[config.mk]
export PLATFORM = sky130hd
export DESIGN_NAME = alu_reservation_station
export DESIGN_NICKNAME = d
export VERILOG_FILES = /design/src/rtl/alu_reservation_station.sv
export SDC_FILE = /design/constraint.sdc
export NUM_CORES = 2
export LEC_CHECK = 0
export ABC_AREA = 0
export CAP_MARGIN = 0
export CORE_ASPECT_RATIO = 1.1
export CORE_UTILIZATION = 45
export CTS_BUF_LIST = sky130_fd_sc_hd__clkbuf_16
export DETAILED_ROUTE_END_ITERATION = 8
export GPL_ROUTABILITY_DRIVEN = 0
export GPL_TIMING_DRIVEN = 0
export PLACE_DENSITY = 0.68
export REMOVE_ABC_BUFFERS = 1
export SKIP_LAST_GASP = 1
export SLEW_MARGIN = 10
export SYNTH_ARGS = -nofsm -noshare
export SYNTH_HDL_FRONTEND = slang
export SYNTH_SLANG_ARGS = --single-unit
[constraint.sdc]
create_clock -name clk_i -period 4.9 [get_ports clk_i]
set_input_delay 0.735 -clock clk_i [delete_from_list [all_inputs] [get_ports clk_i]]
set_output_delay 0.735 -clock clk_i [all_outputs]
set_load 0.05 [all_outputs]
[src/rtl/alu_reservation_station.sv]
// ALU reservation station: holds dispatched ops until both operands are
// valid, snoops the CDB for missing operands, issues one ready op per cycle.
module alu_reservation_station #(
   parameter int RSsize     = 4,
   parameter int ROBsize    = 32,
   parameter int ROBsizeLog = $clog2(ROBsize + 1)
) (
   input  logic                         clk_i,
   input  logic                         reset_i,
   input  logic                         flush_i,
   input  logic                         dispatchValid_i,
   input  logic [9:0]                   dispatchCommands_i,
   input  logic [ROBsizeLog-1:0]        dispatchTag_i,
   input  logic [63:0]                  dispatchVal1_i,
   input  logic [63:0]                  dispatchVal2_i,
   input  logic                         dispatchRdy1_i,
   input  logic                         dispatchRdy2_i,
   input  logic [ROBsizeLog-1:0]        dispatchSrc1_i,
   input  logic [ROBsizeLog-1:0]        dispatchSrc2_i,
   output logic                         rsFull_o,
   output logic [$clog2(RSsize+1)-1:0]  rsCount_o,
   input  logic                         cdbValid_i,
   input  logic [ROBsizeLog-1:0]        cdbTag_i,
   input  logic [63:0]                  cdbVal_i,
   input  logic                         stallRS_i,
   output logic [63:0]                  reservationStationVal1_o,
   output logic [63:0]                  reservationStationVal2_o,
   output logic [9:0]                   reservationStationCommands_o,
   output logic [ROBsizeLog-1:0]        reservationStationTag_o,
   output logic                         readyRS_o
);

   localparam int CntW = $clog2(RSsize + 1);
   localparam int IdxW = (RSsize > 1) ? $clog2(RSsize) : 1;

   logic [RSsize-1:0]     busy;
   logic [RSsize-1:0]     rdy1;
   logic [RSsize-1:0]     rdy2;
   logic [9:0]            cmdQ  [RSsize];
   logic [ROBsizeLog-1:0] tagQ  [RSsize];
   logic [ROBsizeLog-1:0] src1Q [RSsize];
   logic [ROBsizeLog-1:0] src2Q [RSsize];
   logic [63:0]           val1Q [RSsize];
   logic [63:0]           val2Q [RSsize];

   logic [CntW-1:0] count;
   logic [IdxW-1:0] freeIdx;
   logic [IdxW-1:0] selIdx;
   logic            anyReady;
   logic            doDisp;
   logic            doIssue;
   logic            disp1Hit;
   logic            disp2Hit;

   // Reverse scan so the lowest index wins for both free slot and select.
   always_comb begin
      count    = '0;
      freeIdx  = '0;
      selIdx   = '0;
      anyReady = 1'b0;
      for (int i = RSsize - 1; i >= 0; i--) begin
         count = count + CntW'(busy[i]);
         if (!busy[i]) freeIdx = IdxW'(i);
         if (busy[i] && rdy1[i] && rdy2[i]) begin
            selIdx   = IdxW'(i);
            anyReady = 1'b1;
         end
      end
   end

   assign rsCount_o = count;
   assign rsFull_o  = (count == CntW'(RSsize));
   assign doDisp    = dispatchValid_i && !rsFull_o;
   assign doIssue   = !stallRS_i && anyReady;

   assign disp1Hit = cdbValid_i && !dispatchRdy1_i &&
                     (dispatchSrc1_i == cdbTag_i);
   assign disp2Hit = cdbValid_i && !dispatchRdy2_i &&
                     (dispatchSrc2_i == cdbTag_i);

   always_ff @(posedge clk_i or negedge reset_i) begin
      if (!reset_i) begin
         busy <= '0;
         rdy1 <= '0;
         rdy2 <= '0;
         for (int i = 0; i < RSsize; i++) begin
            cmdQ[i]  <= '0;
            tagQ[i]  <= '0;
            src1Q[i] <= '0;
            src2Q[i] <= '0;
            val1Q[i] <= '0;
            val2Q[i] <= '0;
         end
      end else if (flush_i) begin
         busy <= '0;
      end else begin
         for (int i = 0; i < RSsize; i++) begin
            if (cdbValid_i && busy[i]) begin
               if (!rdy1[i] && src1Q[i] == cdbTag_i) begin
                  rdy1[i]  <= 1'b1;
                  val1Q[i] <= cdbVal_i;
               end
               if (!rdy2[i] && src2Q[i] == cdbTag_i) begin
                  rdy2[i]  <= 1'b1;
                  val2Q[i] <= cdbVal_i;
               end
            end
         end
         if (doIssue) busy[selIdx] <= 1'b0;
         // Free slot is never the issuing slot, so no write conflict.
         if (doDisp) begin
            busy[freeIdx]  <= 1'b1;
            cmdQ[freeIdx]  <= dispatchCommands_i;
            tagQ[freeIdx]  <= dispatchTag_i;
            src1Q[freeIdx] <= dispatchSrc1_i;
            src2Q[freeIdx] <= dispatchSrc2_i;
            rdy1[freeIdx]  <= dispatchRdy1_i | disp1Hit;
            rdy2[freeIdx]  <= dispatchRdy2_i | disp2Hit;
            val1Q[freeIdx] <= disp1Hit ? cdbVal_i : dispatchVal1_i;
            val2Q[freeIdx] <= disp2Hit ? cdbVal_i : dispatchVal2_i;
         end
      end
   end

   always_ff @(posedge clk_i or negedge reset_i) begin
      if (!reset_i) begin
         readyRS_o                    <= 1'b0;
         reservationStationVal1_o     <= '0;
         reservationStationVal2_o     <= '0;
         reservationStationCommands_o <= '0;
         reservationStationTag_o      <= '0;
      end else if (flush_i) begin
         readyRS_o <= 1'b0;
      end else if (!stallRS_i) begin
         readyRS_o <= anyReady;
         if (doIssue) begin
            reservationStationVal1_o     <= val1Q[selIdx];
            reservationStationVal2_o     <= val2Q[selIdx];
            reservationStationCommands_o <= cmdQ[selIdx];
            reservationStationTag_o      <= tagQ[selIdx];
         end
      end
   end

endmodule

==> impl_metrics.tcl <==
set metrics [dict create \
    cp_slowest_cell "and2_4" \
    netlist_area_um2 38230 \
    die_height_um 307.7 \
    ir_drop_mv 0.3901 \
    end_kind "register" \
    numCtsBuffers 86 \
    busiest_layer "met2" \
    p_per_area_nw_per_um2 457.2 \
    final_max_slew_viol_count 0 \
    place_area_um2 45160 \
    post-place-ws_ps 357.7 \
    synthTopCellsByArea "dfrtp_1, a221oi_1, a21oi_1" \
    die_area_um2 86130 \
    grt_pass1_vias 36170 \
    clock_skew_ps 27.37 \
    rsz0062_at_grt "false" \
    synth_area_per_cell_um2 9.818 \
    fillCellCount 7143 \
    post-route-period-util_pct 94.28 \
    drt_wl_total_um 152000 \
    cts_setup_buffers 0 \
    drive_gt1_share_pct 9.578 \
    async_reset_ff_share_pct 100.0 \
    track_usage_pct 34.88 \
    min_period_ps 4620 \
    final_nets 4389 \
    setup_tns_ps 0 \
    cts_tree "built" \
    ys_warn_count 0 \
    relSlewSlack_pct 16.90 \
    antenna_found_initial 24 \
    cpPeakStageDelay_ps 700 \
    hp-class "register to register" \
    cts.sinks 781 \
    cp_common_cell "ha_1" \
    cp_top_family "simple AND/OR/NAND/NOR gates" \
    crit_buf_inv 1 \
    dr.pass1.iters 8 \
    power_w 0.02187 \
    drtAntennaViolNets 0 \
    vias_per_cell 6.701 \
    start_util_pct 45.65 \
    cts_root_buf "clkbuf_16" \
    ys_top_cells_by_count "dfrtp_1, nor2_1, a21oi_1, clkbuf_1, inv_1" \
    io_buffer_count 382 \
    synth_most_common_cell "dfrtp_1" \
    grtUsageMet3_pct 8.656 \
    crit_required_ps 5400 \
    vias 35940 \
    status "complete, no violations" \
    synth_edf_count 0 \
    met1_usage_pct 43.72 \
    critPathMaxFanout 33 \
    grt.met2_usage_pct 55.27 \
    grt_pass1_wl_um 227300 \
    ys_seq_elements 781 \
    dp.cells 5193 \
    num_rows 111 \
    start_kind "register" \
    maxCapViolCount 0 \
    synth_cells 3894 \
    finalHoldViolCount 0 \
    drcViolationCount 0 \
    pin_count 383 \
    max_freq_mhz 216.5 \
    drt_iter0_markers 5106 \
    clockBufferDepth 3 \
    setup_violations 0 \
    die_x_um 279.9 \
    path_cells "fa_1 > ha_1 > ha_1 > nor3b_2 > or3_1 > nand2b_2 > and2_4 > buf_12 > a221oi_1" \
    cts.repair.resized 0 \
    synthDistinctLibCells 57 \
    dp_hpwl_um 97820 \
    synth_top_area_cell "dfrtp_1" \
    clock_latency_ps 650 \
    synth_top_area_share_pct 51.12 \
    wire_per_inst_um 28.35 \
    p_leak_nw 20.81 \
    stdcell_count 5363 \
    gr-total-overflow 0 \
    design_area_um2 47820 \
    timing.final.ws_setup_ps 280.3 \
    yosysSeqAreaShare_pct 51.12 \
    clk_pin_slew_ps 60 \
    synth_flop_cell "dfrtp_1" \
    crit_arrival_ps 5120 \
    layout-area-overhead-vs-synth_pct 25.08 \
    critPathKind "register to register" \
    tightest_slew_ps 1244 \
    cts-htree-levels 3 \
    coreArea_um2 83750 \
    cts_hold_buffers 1 \
    grt_max_degree 109 \
]
-- logic make-up (layout without fill, tap and decap cells) --
| kind of cell | after synthesis | in the layout | synth area share, % |
|---|---|---|---|
| AO/OA/AOI/OAI | 1352 | 1352 | 26.62 |
| AND/OR/NAND/NOR | 929 | 929 | 10.63 |
| flip-flops | 781 | 781 | 51.12 |
| buffers and inverters | 654 | 978 | 7.039 |
| multiplexers | 115 | 115 | 3.102 |
| XOR/XNOR | 60 | 60 | 1.374 |
| adder cells (fa/ha/maj) | 3 | 3 | 0.1178 |
| other | 0 | 15 | 0 |
-- layout by cell type, fill, tap and decap left out, drive strengths merged, types with 5 or more instances in the layout --
| master | instances |
|---|---|
| dfrtp | 781 |
| nor2 | 406 |
| clkdlybuf4s50 | 380 |
| a21oi | 320 |
| inv | 294 |
| a221oi | 269 |
| nand2 | 262 |
| o21a | 175 |
| buf | 173 |
| a22oi | 145 |
| o221ai | 144 |
| nor3 | 94 |
| mux2i | 87 |
| o22ai | 87 |
| clkbuf | 87 |
| nor4 | 49 |
| a32oi | 41 |
| o32ai | 41 |
| nand4 | 38 |
| clkinv | 38 |
| o31ai | 36 |
| xor2 | 33 |
| o32a | 30 |
| o221a | 30 |
| mux2 | 28 |
| xnor2 | 27 |
| nand3 | 24 |
| or3 | 19 |
| and3 | 16 |
| diode | 15 |
| a222oi | 11 |
| o21ai | 11 |
| a2bb2oi | 6 |
| bufinv | 5 |
| or2 | 5 |
-- per-stage QoR --
step | hold WS [ps] | util, %
5_1_grt | 493.3 | 57.10
4_1_cts | 477.3 | 57.06
3_3_place_gp | 459.8 | 49.90
3_5_place_dp | 463.0 | 53.92
2_1_floorplan | 439.4 | -
6_report | 475.5 | 57.10
-- layout make-up --
| cell class | count | area, um2 | area share [%] |
|---|---|---|---|
| flip-flops and latches | 781 | 19550 | 40.87 |
| multi-input cells | 2459 | 16280 | 34.04 |
| repair buffers | 554 | 6915 | 14.46 |
| clock buffers | 87 | 2177 | 4.553 |
| well taps | 1130 | 1414 | 2.957 |
| inverters | 270 | 1013 | 2.119 |
| clock inverters | 67 | 437.9 | 0.9158 |
| diodes | 15 | 37.54 | 0.07849 |
-- metal layers --
metal  part of all wire, %  vias to the layer above  routed length [um]
met5                 0.081                        -                 123
met4                   5.6                       20                8563
met3                    11                      631               16380
met2                    46                     2507               70280
met1                    37                    17750               56680
li1                      -                    15030                   -
-- flip-flops by register name (all words and copies together), names as in the netlist --
signal / cells
busy: 4
cmdQ: 40
rdy1: 4
rdy2: 4
readyRS_o: 1
reservationStationCommands_o: 10
reservationStationTag_o: 6
reservationStationVal1_o: 64
reservationStationVal2_o: 64
src1Q: 24
src2Q: 24
tagQ: 24
val1Q: 256
val2Q: 256
-- power breakdown --
part           internal, W  switching (W)
logic              0.00255        0.00407
registers          0.00801        0.00102
clock network      0.00347        0.00275
-- path summary, 6_finish.rpt --
kind | to | slack [ps] | depth (start not counted) | from
setup / recovery | val1Q[28] | 280 | 9 | busy[0]
hold / removal | tagQ[23] | 480 | 2 | tagQ[23]
setup reg to reg | val1Q[28] | 280 | 9 | busy[0]
hold reg to reg | tagQ[23] | 480 | 2 | tagQ[23]
max in group asynchronous | val1Q[124] | 2440 | 5 | reset_i
min in group asynchronous | reservationStationVal1_o[38] | 580 | 2 | reset_i
-- worst min-delay path: stages (launching register included) --
cell and delay [ps]:
dfrtp_1 340, nand2_1 50, nand2_1 50
(Power assumes the default switching activity.)
